--- src/rtl/seg_scan_ctrl.sv ---
// seg_scan_ctrl: time-multiplexed scan controller for a common-cathode
// seven-segment display. Feeds one BCD nibble at a time to a shared decoder,
// drives the one-hot digit enable with a programmable on-time and a fixed
// dead time between digits. Display data is double-buffered and swapped in
// at a frame boundary (or immediately while idle).
//
// state   | meaning
// --------+---------------------------------------------------------------
// IDLE    | scan disabled, outputs dark, idx and prescaler held at 0
// SHOW    | digit idx lit for div_val+1 cycles (unless blanked)
// GAP     | dead time of GAP_CYCLES cycles, all digits dark
module seg_scan_ctrl #(
  parameter int NUM_DIGITS = 4,
  parameter int DIV_WIDTH  = 16,
  parameter int GAP_CYCLES = 2
) (
`ifdef USE_POWER_PINS
  inout  wire                      vdd,
  inout  wire                      vss,
`endif
  input  logic                     wb_clk_i,
  input  logic                     wb_rst_i,
  input  logic                     en,
  input  logic [DIV_WIDTH-1:0]     div_val,
  input  logic [NUM_DIGITS-1:0]    blank_mask,
  input  logic [4*NUM_DIGITS-1:0]  load_data,
  input  logic                     load_valid,
  output logic                     load_ready,
  output logic [3:0]               bcd_o,
  output logic [NUM_DIGITS-1:0]    dig_en_o,
  output logic                     seg_blank_o,
  output logic                     frame_o
);

  localparam int IW = $clog2(NUM_DIGITS);
  localparam int GW = (GAP_CYCLES > 1) ? $clog2(GAP_CYCLES) : 1;
  localparam logic [IW-1:0] LAST_IDX = IW'(NUM_DIGITS - 1);
  localparam logic [GW-1:0] GAP_LOAD = GW'(GAP_CYCLES - 1);

  localparam logic [1:0] ST_IDLE = 2'd0;
  localparam logic [1:0] ST_SHOW = 2'd1;
  localparam logic [1:0] ST_GAP  = 2'd2;

  logic [1:0]              state_q, state_d;
  logic [IW-1:0]           idx_q, idx_d;
  logic [DIV_WIDTH-1:0]    presc_q, presc_d;
  logic [GW-1:0]           gap_q, gap_d;
  logic [4*NUM_DIGITS-1:0] active_q, active_d;
  logic [4*NUM_DIGITS-1:0] shadow_q, shadow_d;
  logic                    pend_q, pend_d;
  logic [3:0]              bcd_q, bcd_d;
  logic [NUM_DIGITS-1:0]   dig_q, dig_d;
  logic                    blank_q, blank_d;
  logic                    frame_q, frame_d;
  logic                    wrap;
  logic                    accept;
  logic [3:0]              nib;

  assign load_ready = ~pend_q & ~wb_rst_i;
  assign accept     = load_valid & load_ready;

  // Scan sequencing: SHOW on-time via prescaler, GAP dead time via down-counter.
  always_comb begin
    state_d = state_q;
    idx_d   = idx_q;
    presc_d = presc_q;
    gap_d   = gap_q;
    wrap    = 1'b0;
    case (state_q)
      ST_IDLE: begin
        idx_d   = '0;
        presc_d = '0;
        state_d = ST_SHOW;
      end
      ST_SHOW: begin
        // equality only: lowering div_val below presc runs to counter wrap
        if (presc_q == div_val) begin
          presc_d = '0;
          gap_d   = GAP_LOAD;
          state_d = ST_GAP;
        end else begin
          presc_d = presc_q + 1'b1;
        end
      end
      ST_GAP: begin
        if (gap_q == '0) begin
          state_d = ST_SHOW;
          if (idx_q == LAST_IDX) begin
            idx_d = '0;
            wrap  = 1'b1;
          end else begin
            idx_d = idx_q + 1'b1;
          end
        end else begin
          gap_d = gap_q - 1'b1;
        end
      end
      default: state_d = ST_IDLE;
    endcase
    if (!en) begin
      state_d = ST_IDLE;
      idx_d   = '0;
      presc_d = '0;
      wrap    = 1'b0;
    end
  end

  // Double buffer: apply shadow at frame wrap or while idle, then accept new data.
  always_comb begin
    active_d = active_q;
    shadow_d = shadow_q;
    pend_d   = pend_q;
    if (pend_q && (wrap || state_q == ST_IDLE)) begin
      active_d = shadow_q;
      pend_d   = 1'b0;
    end
    if (accept) begin
      shadow_d = load_data;
      pend_d   = 1'b1;
    end
  end

  // Output decode from next state so registered outputs line up with the state.
  always_comb begin
    nib     = active_d[{idx_d, 2'b00} +: 4];
    bcd_d   = bcd_q;
    dig_d   = '0;
    blank_d = 1'b1;
    frame_d = wrap;
    if (state_d == ST_SHOW) begin
      bcd_d = nib;
      if (!blank_mask[idx_d] && nib <= 4'd9) begin
        dig_d[idx_d] = 1'b1;
        blank_d      = 1'b0;
      end
    end
  end

  // State, buffers and registered outputs with synchronous reset.
  always_ff @(posedge wb_clk_i) begin
    if (wb_rst_i) begin
      state_q  <= ST_IDLE;
      idx_q    <= '0;
      presc_q  <= '0;
      gap_q    <= '0;
      active_q <= '0;
      shadow_q <= '0;
      pend_q   <= 1'b0;
      bcd_q    <= 4'd0;
      dig_q    <= '0;
      blank_q  <= 1'b1;
      frame_q  <= 1'b0;
    end else begin
      state_q  <= state_d;
      idx_q    <= idx_d;
      presc_q  <= presc_d;
      gap_q    <= gap_d;
      active_q <= active_d;
      shadow_q <= shadow_d;
      pend_q   <= pend_d;
      bcd_q    <= bcd_d;
      dig_q    <= dig_d;
      blank_q  <= blank_d;
      frame_q  <= frame_d;
    end
  end

  assign bcd_o       = bcd_q;
  assign dig_en_o    = dig_q;
  assign seg_blank_o = blank_q;
  assign frame_o     = frame_q;

endmodule

--- config.mk ---
export PLATFORM = sky130hd
export DESIGN_NAME = seg_scan_ctrl
export DESIGN_NICKNAME = d
export VERILOG_FILES = /design/src/rtl/seg_scan_ctrl.sv
export SDC_FILE = /design/constraint.sdc
export NUM_CORES = 1
export LEC_CHECK = 0
export BUFFER_PORTS_ARGS = -buffer_cell sky130_fd_sc_hd__buf_2
export CAP_MARGIN = 20
export CORE_ASPECT_RATIO = 0.5
export CORE_MARGIN = 5
export CORE_UTILIZATION = 35
export CTS_BUF_LIST = sky130_fd_sc_hd__clkbuf_4 sky130_fd_sc_hd__clkbuf_8 sky130_fd_sc_hd__clkbuf_16
export CTS_CLUSTER_SIZE = 12
export DETAILED_ROUTE_END_ITERATION = 6
export PLACE_DENSITY = 0.6
export SYNTH_ARGS = -nofsm -noshare
export SYNTH_HDL_FRONTEND = slang
export SYNTH_SLANG_ARGS = --single-unit
--- constraint.sdc ---
create_clock -name wb_clk_i -period 4.5 [get_ports wb_clk_i]
set_input_delay 0.9 -clock wb_clk_i [delete_from_list [all_inputs] [get_ports wb_clk_i]]
set_output_delay 0.9 -clock wb_clk_i [all_outputs]
set_load 0.01 [all_outputs]
==> results.sh <==
export IMPL_slowest_stage="buf_2"
export IMPL_syn2layout_area_growth_pct=19.84
export IMPL_synth_edf_count=0
export IMPL_numPortBuffers=50
export IMPL_power_density_mw_per_mm2=380.2
export IMPL_core_region_area_mm2=0.008202
export IMPL_die_area_mm2=0.01068
export IMPL_final_cell_count_no_fill=503
export IMPL_post_cts_buffers=0
export IMPL_async_flop_share_pct=0
export IMPL_path_cells="buf_2, nor2_1, buf_2"
export IMPL_cts_resized=0
export IMPL_hold_class="flip-flop to flip-flop"
export IMPL_worst_hold_slack_ns=0.4539
export IMPL_tightestPinTransition_ns=0.9452
export IMPL_cts_buffer_depth=2
export IMPL_top_layer_used="met4"
export IMPL_yosysSeqAreaShare_pct=42.51
export IMPL_finalClockSkew_ns=0.009716
export IMPL_synth_top_flop_cell="dfxtp_1"
export IMPL_critical_path_class="input pin to primary output"
export IMPL_dr_wl_met3_um=379
export IMPL_cp_data_arrival_time_ns=1.73
export IMPL_die_w_um=141.2
export IMPL_fin_crit_sh_pct=58.36
export IMPL_drt_pass1_iterations=4
export IMPL_numCtsBuffers=9
export IMPL_io_pin_count=51
export IMPL_worstPathRequired_ns=3.60
export IMPL_nFillCells=843
export IMPL_viasPerCell=4.859
export IMPL_antenna_found_initial=0
export IMPL_drv_cap=0
export IMPL_r2r_cells=6
export IMPL_critPathCaptureType="primary output"
export IMPL_rsz0062_at_grt="false"
export IMPL_finalHoldViolCount=0
export IMPL_grt_pass1_wl_mm=11.25
export IMPL_cts_root_buffer="clkbuf_16"
export IMPL_cts_tree="built"
export IMPL_slowest_delay_ns=0.55
export IMPL_finalSetupViolCount=0
export IMPL_grt_max_degree=44
export IMPL_slew_headroom_pct=36.99
export IMPL_dp_hpwl_mm=4.943
export IMPL_place_area_mm2=0.003319
export IMPL_start_util_pct=36.75
export IMPL_hold_buffers=0
export IMPL_grt_overflow_total=0
export IMPL_leakage_nw=1.400
export IMPL_dr_total_vias=2444
export IMPL_vdd_drop_max_mv=0.1828
export IMPL_syn_area_mm2=0.003014
export IMPL_cts_sinks=64
export IMPL_cts_max_level=3
export IMPL_critPathMaxFanout=43
export IMPL_slew_viol_final=0
export IMPL_postRouteAntennaNets=0
export IMPL_core_rowCount=23
export IMPL_dr_wl_met2_mm=2.823
export IMPL_antenna_cells=0
export IMPL_drt_met1_wl_mm=3.569
export IMPL_seqCellArea_mm2=0.001281
export IMPL_fmax_mhz=380.8
export IMPL_final_cell_area_mm2=0.003612
export IMPL_fin_crit_ns=2.626
export IMPL_dp_cells=487
export IMPL_grt_pass1_vias=2349
export IMPL_wl_mm=6.845
export IMPL_grt_total_usage_pct=13.65
export IMPL_synthesis_nets=384
export IMPL_first_iter_violations=152
export IMPL_yosys_warnings=0
export IMPL_finalNetCount=428
export IMPL_clkTransAtPathRegs_ns=0.05
export IMPL_synth_avg_cell_area_um2=8.813
export IMPL_holdPathStages=2
export IMPL_synthDistinctLibCells=49
export IMPL_clock_latency_ns=0.33
export IMPL_synth_seq_cells=64
export IMPL_timing_setup_tns_ns=0
export IMPL_gp_congestion=0.7825
export IMPL_syn_inst=342
export IMPL_start_kind="input pin"
export IMPL_die_h_um=75.62
export IMPL_multiInputGateArea_mm2=0.001614
export IMPL_drive_gt1_share_pct=20.20
export IMPL_route_detailed_drc=0
export IMPL_routedWlPerCell_um=13.61
export IMPL_crit_top_cell="buf_2"
export IMPL_status="finished clean"
-- synthesized netlist by cell type, drive strengths merged, types with 4 or more instances --
library cell  instances  share of area (%)
a21oi                23                3.8
o21ai                16                2.7
o31ai                 4                1.0
nand2b               16                3.6
mux2i                12                4.0
xor2                  9                2.6
buf                   9                2.0
xnor2                22                6.4
dfxtp                64                 43
a21o                  4                1.2
inv                   7               0.87
nand4                 9                1.9
nor2                 30                3.7
clkbuf                9                1.1
a211oi               12                3.0
nand2                54                6.7
nand3                 4               0.66
-- cells in the final DEF (no fill, tap or decap), types with 2 or more instances in the layout --
cell	synthesis	routed
a211oi_1	12	12
a21o_1	3	3
a21oi_1	23	23
a311oi_1	2	2
and2_1	3	3
and3_1	3	3
and4bb_2	2	2
buf_2	5	50
clkbuf_16	0	9
clkinv_2	0	3
clkinvlp_4	0	2
dfxtp_1	64	64
ha_1	2	2
inv_1	7	7
mux2i_1	12	12
nand2_1	54	54
nand2b_1	15	15
nand3_1	4	4
nand3b_1	2	2
nand4_1	9	9
nor2_1	30	30
nor2b_1	2	2
nor3_1	2	2
nor4_1	3	3
o21ai_0	14	14
o21ai_1	2	2
o31ai_1	4	4
xnor2_1	22	22
xor2_1	9	9
-- layout make-up --
cell class | instances | area share [%]
clock buffers | 10 | 6.443
flip-flops and latches | 64 | 35.47
well taps | 112 | 3.879
repair buffers | 51 | 7.135
clock inverters | 6 | 1.663
multi-input cells | 253 | 44.68
inverters | 7 | 0.7274
-- stage by stage --
stage	util (%)	setup slack [ns]	power (mW)
5_1_grt	44.04	1.675	1.434
2_1_floorplan	-	2.032	0.6726
3_3_place_gp	40.47	1.559	0.7078
6_report	44.04	1.874	1.373
3_5_place_dp	40.47	1.542	0.7086
4_1_cts	44.04	1.853	1.397
-- critical path, delay by kind of cell --
kind	cells	cell delay, ns
buffers and inverters	2	0.72
AND/OR/NAND/NOR	1	0.10
-- per-layer routing --
metal | global-route usage (%) | vias to the layer above
li1 | - | 1271
met1 | 18.33 | 1107
met2 | 19.82 | 60
met3 | 5.329 | 6
met4 | 5.478 | 0
met5 | 0 | -
-- sequential cells by signal, summed over array words and instances, names as in the netlist, 2 cells and up --
name	cells
active_q	16
presc_q	16
state_q	2
bcd_o	4
idx_q	2
dig_en_o	4
shadow_q	16
-- cells by family (layout without fill, tap and decap cells) --
logic type,count (synthesis),in the layout,synth area share [%]
AND/OR/NAND/NOR,137,137,22.83
AO/OA/AOI/OAI,70,70,16.40
flip-flops,64,64,42.51
XOR/XNOR,31,31,9.008
buffers and inverters,25,74,3.943
multiplexers,13,13,4.483
adder cells (fa/ha/maj),2,2,0.8301
-- report_power, final --
part           internal [mW]  switching, mW  leakage (nW)
clock                  0.431          0.246         0.142
sequential             0.586         0.0122         0.520
combinational         0.0433         0.0543         0.738
total                   1.06          0.313          1.40
-- worst paths after layout --
path | from | endpoint | slack [ns]
worst min register to register | shadow_q[14] | active_q[14] | 0.45
worst max register to register | state_q[1] | dig_en_o[2] | 1.91
worst max-delay path | wb_rst_i | load_ready | 1.87
worst min-delay path | shadow_q[14] | active_q[14] | 0.45
(Power assumes the default switching activity.)
